--- config.mk ---
export PLATFORM = sky130hd
export DESIGN_NAME = fifo_read_arbiter
export DESIGN_NICKNAME = d
export VERILOG_FILES = /design/src/rtl/fifo_read_arbiter.sv
export SDC_FILE = /design/constraint.sdc
export NUM_CORES = 1
export LEC_CHECK = 0
export ABC_AREA = 1
export CORE_ASPECT_RATIO = 2
export CORE_MARGIN = 5
export CORE_UTILIZATION = 47
export CTS_CLUSTER_DIAMETER = 150
export DETAILED_ROUTE_END_ITERATION = 6
export GPL_ROUTABILITY_DRIVEN = 0
export PLACE_DENSITY_LB_ADDON = 0.12
export SLEW_MARGIN = 25
export SYNTH_ARGS = -nofsm -noshare
export SYNTH_HDL_FRONTEND = slang
export SYNTH_SLANG_ARGS = --single-unit
--- constraint.sdc ---
create_clock -name BUS_CLK -period 5.8 [get_ports BUS_CLK]
set_input_delay 1.74 -clock BUS_CLK [delete_from_list [all_inputs] [get_ports BUS_CLK]]
set_output_delay 1.74 -clock BUS_CLK [all_outputs]
set_load 0.05 [all_outputs]
--- src/rtl/fifo_read_arbiter.sv ---
// fifo_read_arbiter: registered round-robin arbiter and one-word output buffer
// between N_SRC first-word-fall-through source FIFOs and a single sink.
// Optional build macro: FIFO_ARB_TLU_PRIO_EN gives source 0 (TLU) strict priority.
module fifo_read_arbiter #(
  parameter int unsigned N_SRC      = 5,
  parameter int unsigned DATA_WIDTH = 32,
  parameter int unsigned MAX_BURST  = 16
) (
  input  logic                          BUS_CLK,
  input  logic                          BUS_RST_N,
  input  logic [N_SRC-1:0]              SRC_EN,
  input  logic [N_SRC-1:0]              SRC_EMPTY,
  input  logic [N_SRC*DATA_WIDTH-1:0]   SRC_DATA,
  output logic [N_SRC-1:0]              SRC_READ,
  input  logic                          OUT_READ,
  output logic                          OUT_EMPTY,
  output logic [DATA_WIDTH-1:0]         OUT_DATA,
  output logic [N_SRC-1:0]              GRANT,
  output logic                          BUSY
);

  localparam int unsigned IDX_W = (N_SRC > 1) ? $clog2(N_SRC) : 1;
  localparam int unsigned CNT_W = 8;

  localparam logic [CNT_W-1:0] BURST_MAX = CNT_W'(MAX_BURST);
  localparam logic [CNT_W-1:0] CNT_ONE   = CNT_W'(1);
  localparam logic [IDX_W-1:0] LAST_RST  = IDX_W'(N_SRC - 1);
  localparam logic [N_SRC-1:0] GNT_ONE   = N_SRC'(1);

  typedef enum logic {
    ST_IDLE  = 1'b0,
    ST_GRANT = 1'b1
  } state_e;

  state_e                 state_q, state_d;
  logic [N_SRC-1:0]       grant_q, grant_d;
  logic [IDX_W-1:0]       last_q, last_d;
  logic [CNT_W-1:0]       cnt_q, cnt_d;
  logic                   valid_q, valid_d;
  logic [DATA_WIDTH-1:0]  data_q, data_d;
  logic                   busy_q, busy_d;

  logic [N_SRC-1:0]       req_c;
  logic                   load_ok_c;
  logic                   gnt_req_c;
  logic [DATA_WIDTH-1:0]  gnt_data_c;
  logic                   pop_c;
  logic                   preempt_c;
  logic [IDX_W-1:0]       pick_c;
  logic [CNT_W-1:0]       cnt_inc_c;

  // First requesting index scanning upward from last+1 with wrap-around.
  function automatic logic [IDX_W-1:0] rr_pick(input logic [N_SRC-1:0] req,
                                               input logic [IDX_W-1:0] last);
    logic [IDX_W-1:0] pick;
    logic             found;
    int unsigned      cand;
    pick  = last;
    found = 1'b0;
    for (int unsigned k = 1; k <= N_SRC; k++) begin
      cand = (32'(last) + k) % N_SRC;
      if (!found && req[IDX_W'(cand)]) begin
        pick  = IDX_W'(cand);
        found = 1'b1;
      end
    end
    return pick;
  endfunction

  assign req_c     = SRC_EN & ~SRC_EMPTY;
  assign load_ok_c = ~valid_q | OUT_READ;
  assign cnt_inc_c = cnt_q + CNT_ONE;

  // Request flag and head word of the currently granted source.
  always_comb begin
    gnt_req_c  = 1'b0;
    gnt_data_c = '0;
    for (int unsigned i = 0; i < N_SRC; i++) begin
      if (last_q == IDX_W'(i)) begin
        gnt_req_c  = req_c[i];
        gnt_data_c = SRC_DATA[i*DATA_WIDTH +: DATA_WIDTH];
      end
    end
  end

  // Arbitration choice and TLU pre-emption of an FE burst.
`ifdef FIFO_ARB_TLU_PRIO_EN
  always_comb begin
    pick_c    = req_c[0] ? '0 : rr_pick(req_c, last_q);
    preempt_c = (last_q != '0) && req_c[0];
  end
`else
  always_comb begin
    pick_c    = rr_pick(req_c, last_q);
    preempt_c = 1'b0;
  end
`endif

  // Next-state, grant, burst count, output buffer and pop strobe.
  always_comb begin
    state_d  = state_q;
    grant_d  = grant_q;
    last_d   = last_q;
    cnt_d    = cnt_q;
    valid_d  = valid_q;
    data_d   = data_q;
    busy_d   = (|req_c) | valid_q;
    pop_c    = 1'b0;
    SRC_READ = '0;

    unique case (state_q)
      ST_IDLE: begin
        if (|req_c) begin
          grant_d = GNT_ONE << pick_c;
          last_d  = pick_c;
          cnt_d   = '0;
          state_d = ST_GRANT;
        end
      end
      ST_GRANT: begin
        // A stalled sink holds the grant without popping.
        if (load_ok_c) begin
          if (gnt_req_c) begin
            pop_c = 1'b1;
            cnt_d = cnt_inc_c;
            if ((cnt_inc_c == BURST_MAX) || preempt_c) begin
              grant_d = '0;
              state_d = ST_IDLE;
            end
          end else begin
            grant_d = '0;
            state_d = ST_IDLE;
          end
        end
      end
      default: begin
        grant_d = '0;
        state_d = ST_IDLE;
      end
    endcase

    // A pop overwrites the buffer even when the sink reads the same cycle.
    if (pop_c) begin
      data_d   = gnt_data_c;
      valid_d  = 1'b1;
      SRC_READ = grant_q;
    end else if (OUT_READ) begin
      valid_d = 1'b0;
    end
  end

  // State and datapath registers.
  always_ff @(posedge BUS_CLK or negedge BUS_RST_N) begin
    if (!BUS_RST_N) begin
      state_q <= ST_IDLE;
      grant_q <= '0;
      last_q  <= LAST_RST;
      cnt_q   <= '0;
      valid_q <= 1'b0;
      data_q  <= '0;
      busy_q  <= 1'b0;
    end else begin
      state_q <= state_d;
      grant_q <= grant_d;
      last_q  <= last_d;
      cnt_q   <= cnt_d;
      valid_q <= valid_d;
      data_q  <= data_d;
      busy_q  <= busy_d;
    end
  end

  assign OUT_EMPTY = ~valid_q;
  assign OUT_DATA  = data_q;
  assign GRANT     = grant_q;
  assign BUSY      = busy_q;

endmodule
==> reports/metrics.csv <==
metric,value,unit
hp-class,reg -> reg,
drive_gt1_share,9.16,%
clk_pin_slew,0.07,ns
netlist_area,0.00507,sq mm
hold_viol,0,
start_util,48.1,%
grt_antenna_before_repair,0,
p_sw,3.38,mW
fmax,187,MHz
grt_pass1_wl,30800,um
powerDensity,750,mW/mm^2
p_int,2.22,mW
cts_made_buffers,5,
grt_usage,29.5,%
worstMarginPinSlew,0.702,ns
crit_fanout,6,
synth_warnings,0,
finish.utilization,70.8,%
cts_setup_buffers,0,
min_period_over_period,92.1,%
drc,0,
rsz0062_at_grt,no,
cts_tree,done,
worstPathArrival,3.60,ns
relSlewSlack,53.2,%
coreArea,0.0105,sq mm
dp.cells,1112,
dieHeight,157,um
cts_buffer_depth,2,
synth.yosys.seq_area_share,25.2,%
die_area,0.0131,sq mm
clock_skew,0.00909,ns
synth_fp_nets,986,
start_kind,input pin,
routedWlPerCell,17.8,um
viasPerCell,5.53,
clk_latency,0.30,ns
fin_ws,0.457,ns
nets,1181,
maxSlewViolCount,0,
status,finished clean,
setup_tns,0,ns
wl,19900,um
io_pins,217,
vias,6195,
drv_cap,0,
drtPass1Iterations,6,
min_period,5.34,ns
die_w,83.4,um
yosys-top-cells-area,"dfrtp_1 25%, nand2_1 15%, nand3_1 14%",
switching_share,60.4,%
diodes,0,
vdd_drop_max,0.974,mV
pwr-share-clk,5.5,%
holdBufCountCts,0,
area_delta_synth_final,47.3,%
yosysTopAreaCell,dfrtp_1,
p_seq_share,10.4,%
whs,0.486,ns
root_buffer,clkbuf_16,
setup_viol,0,
dpl.hpwl,15700,um
cts.sinks,51,
syn_avg_cell_area,6.44,sq um
instances_no_fill,1120,
synth-edff-count,0,
ys_async_sr_fraction,100,%
yosysUniqueCellTypes,41,
crit_type,in -> out,
pwr-share-comb,84.1,%
yosysTopAreaCellShare,24.7,%
place_ws,0.488,ns
drt-initial-drc-count,303,
grt-ovfl-total,0,
cp-end-kind,primary output,
ys_ff_latch,51,
syn_inst,787,
portBuffers,216,
cts_resized,0,
std_cell_rows,53,
grt_pass1_vias,5947,
crit_required,4.06,ns
dominantRegCellSynth,dfrtp_1,
grt_max_degree,71,
ant_nets,0,
leakagePower,3.40,nW
htree_levels,2,
layout by cell type (no fill, tap or decap), drive strengths merged:
cell           count
mux2i              2
nand3            150
nand4              9
o22ai              5
nor3               4
nand3b             1
a21oi              9
dfstp              1
clkbuf             5
o21ai             88
ha                26
a21o               1
o211ai            33
inv               72
clkdlybuf4s50    210
o2111ai            1
xor2              11
clkinv             5
a31oi              4
dfrtp             50
nand2            234
xnor2              1
or2                3
a21boi             1
buf               19
o21bai             1
nor2              37
critical path, stage by stage:
cell and delay (ns):
clkdlybuf4s50_1 0.46, inv_1 0.04, nor2_1 0.25, o21ai_0 0.14
a31oi_1 0.14, o21ai_0 0.19, nor2_1 0.26, inv_2 0.10
nor2_1 0.10, buf_4 0.20
Yosys cell counts, types with 2 or more instances:
library cell and number:
a21oi_1 7, a21oi_2 2, a31oi_1 4, buf_1 9, buf_2 6, clkbuf_1 24, clkinv_1 3, dfrtp_1 50
ha_1 26, inv_1 62, inv_2 8, mux2i_1 2, nand2_1 204, nand2_2 28, nand2_4 2, nand3_1 140
nand3_2 8, nand3_4 2, nand4_1 9, nor2_1 33, nor2_2 3, nor3_1 4, o211ai_1 33, o21ai_0 77
o21ai_1 8, o21ai_2 3, o22ai_1 5, or2_2 2, xor2_1 11
cell families (layout without fill, tap and decap cells):
kind of cell	Yosys count	count (layout)	share of synthesized area, %
buffers and inverters	115	311	8.99
adder cells (fa/ha/maj)	26	26	6.42
XOR/XNOR	12	12	2.07
AND/OR/NAND/NOR	438	438	40.3
multiplexers	2	2	0.395
flip-flops	51	51	25.2
AO/OA/AOI/OAI	143	143	16.6
sequential cells by signal, summed over array words and instances, names as in the netlist:
name	flops
OUT_DATA	32
cnt_q	8
GRANT	5
last_q	3
BUSY	1
state_q	1
valid_q	1
final cells by class:
type                       instances  area [sq um]
inverter                          74           283
timing repair buffer             229          2240
clock inverter                     3          28.8
tap                              137           171
fill                             935          3080
multi-input combinational        621          3340
sequential                        51          1280
clock buffer                       5           125
per-layer routing:
| metal | share of wire [%] | vias to the layer above | global-route usage (%) |
|---|---|---|---|
| li1 | - | 3034 | - |
| met1 | 36 | 2835 | 31.1 |
| met2 | 53 | 276 | 56.4 |
| met3 | 7.1 | 50 | 5.27 |
| met4 | 4.3 | 0 | 13.5 |
| met5 | 0 | - | 0 |
power groups by stage:
stage	clock network [mW]	logic [mW]	registers, mW
after floorplan	0	3.23	0.908
after global placement	0	4.65	0.583
after detailed placement	0	4.70	0.590
after CTS	0.318	4.73	0.584
after global routing	0.328	5.27	0.599
final	0.306	4.71	0.584
path summary, 6_finish.rpt:
kind | startpoint | cells past startpoint | to | slack, ns
max in group asynchronous | BUS_RST_N | 2 | OUT_DATA[14] | 3.77
min | OUT_DATA[19] | 2 | OUT_DATA[19] | 0.49
max reg2reg | last_q[2] | 27 | GRANT[1] | 1.48
min reg2reg | OUT_DATA[19] | 2 | OUT_DATA[19] | 0.49
max | SRC_EN[2] | 10 | SRC_READ[3] | 0.46
min in group asynchronous | BUS_RST_N | 2 | OUT_DATA[29] | 1.55
metrics by stage:
step | cell area [sq um] | total power [mW]
after floorplan | 5070 | 4.14
after global placement | 7310 | 5.23
after detailed placement | 7310 | 5.29
after CTS | 7460 | 5.63
after global routing | 7460 | 6.20
final | 7460 | 5.60
Note: power is estimated with default switching activity, not from simulation.
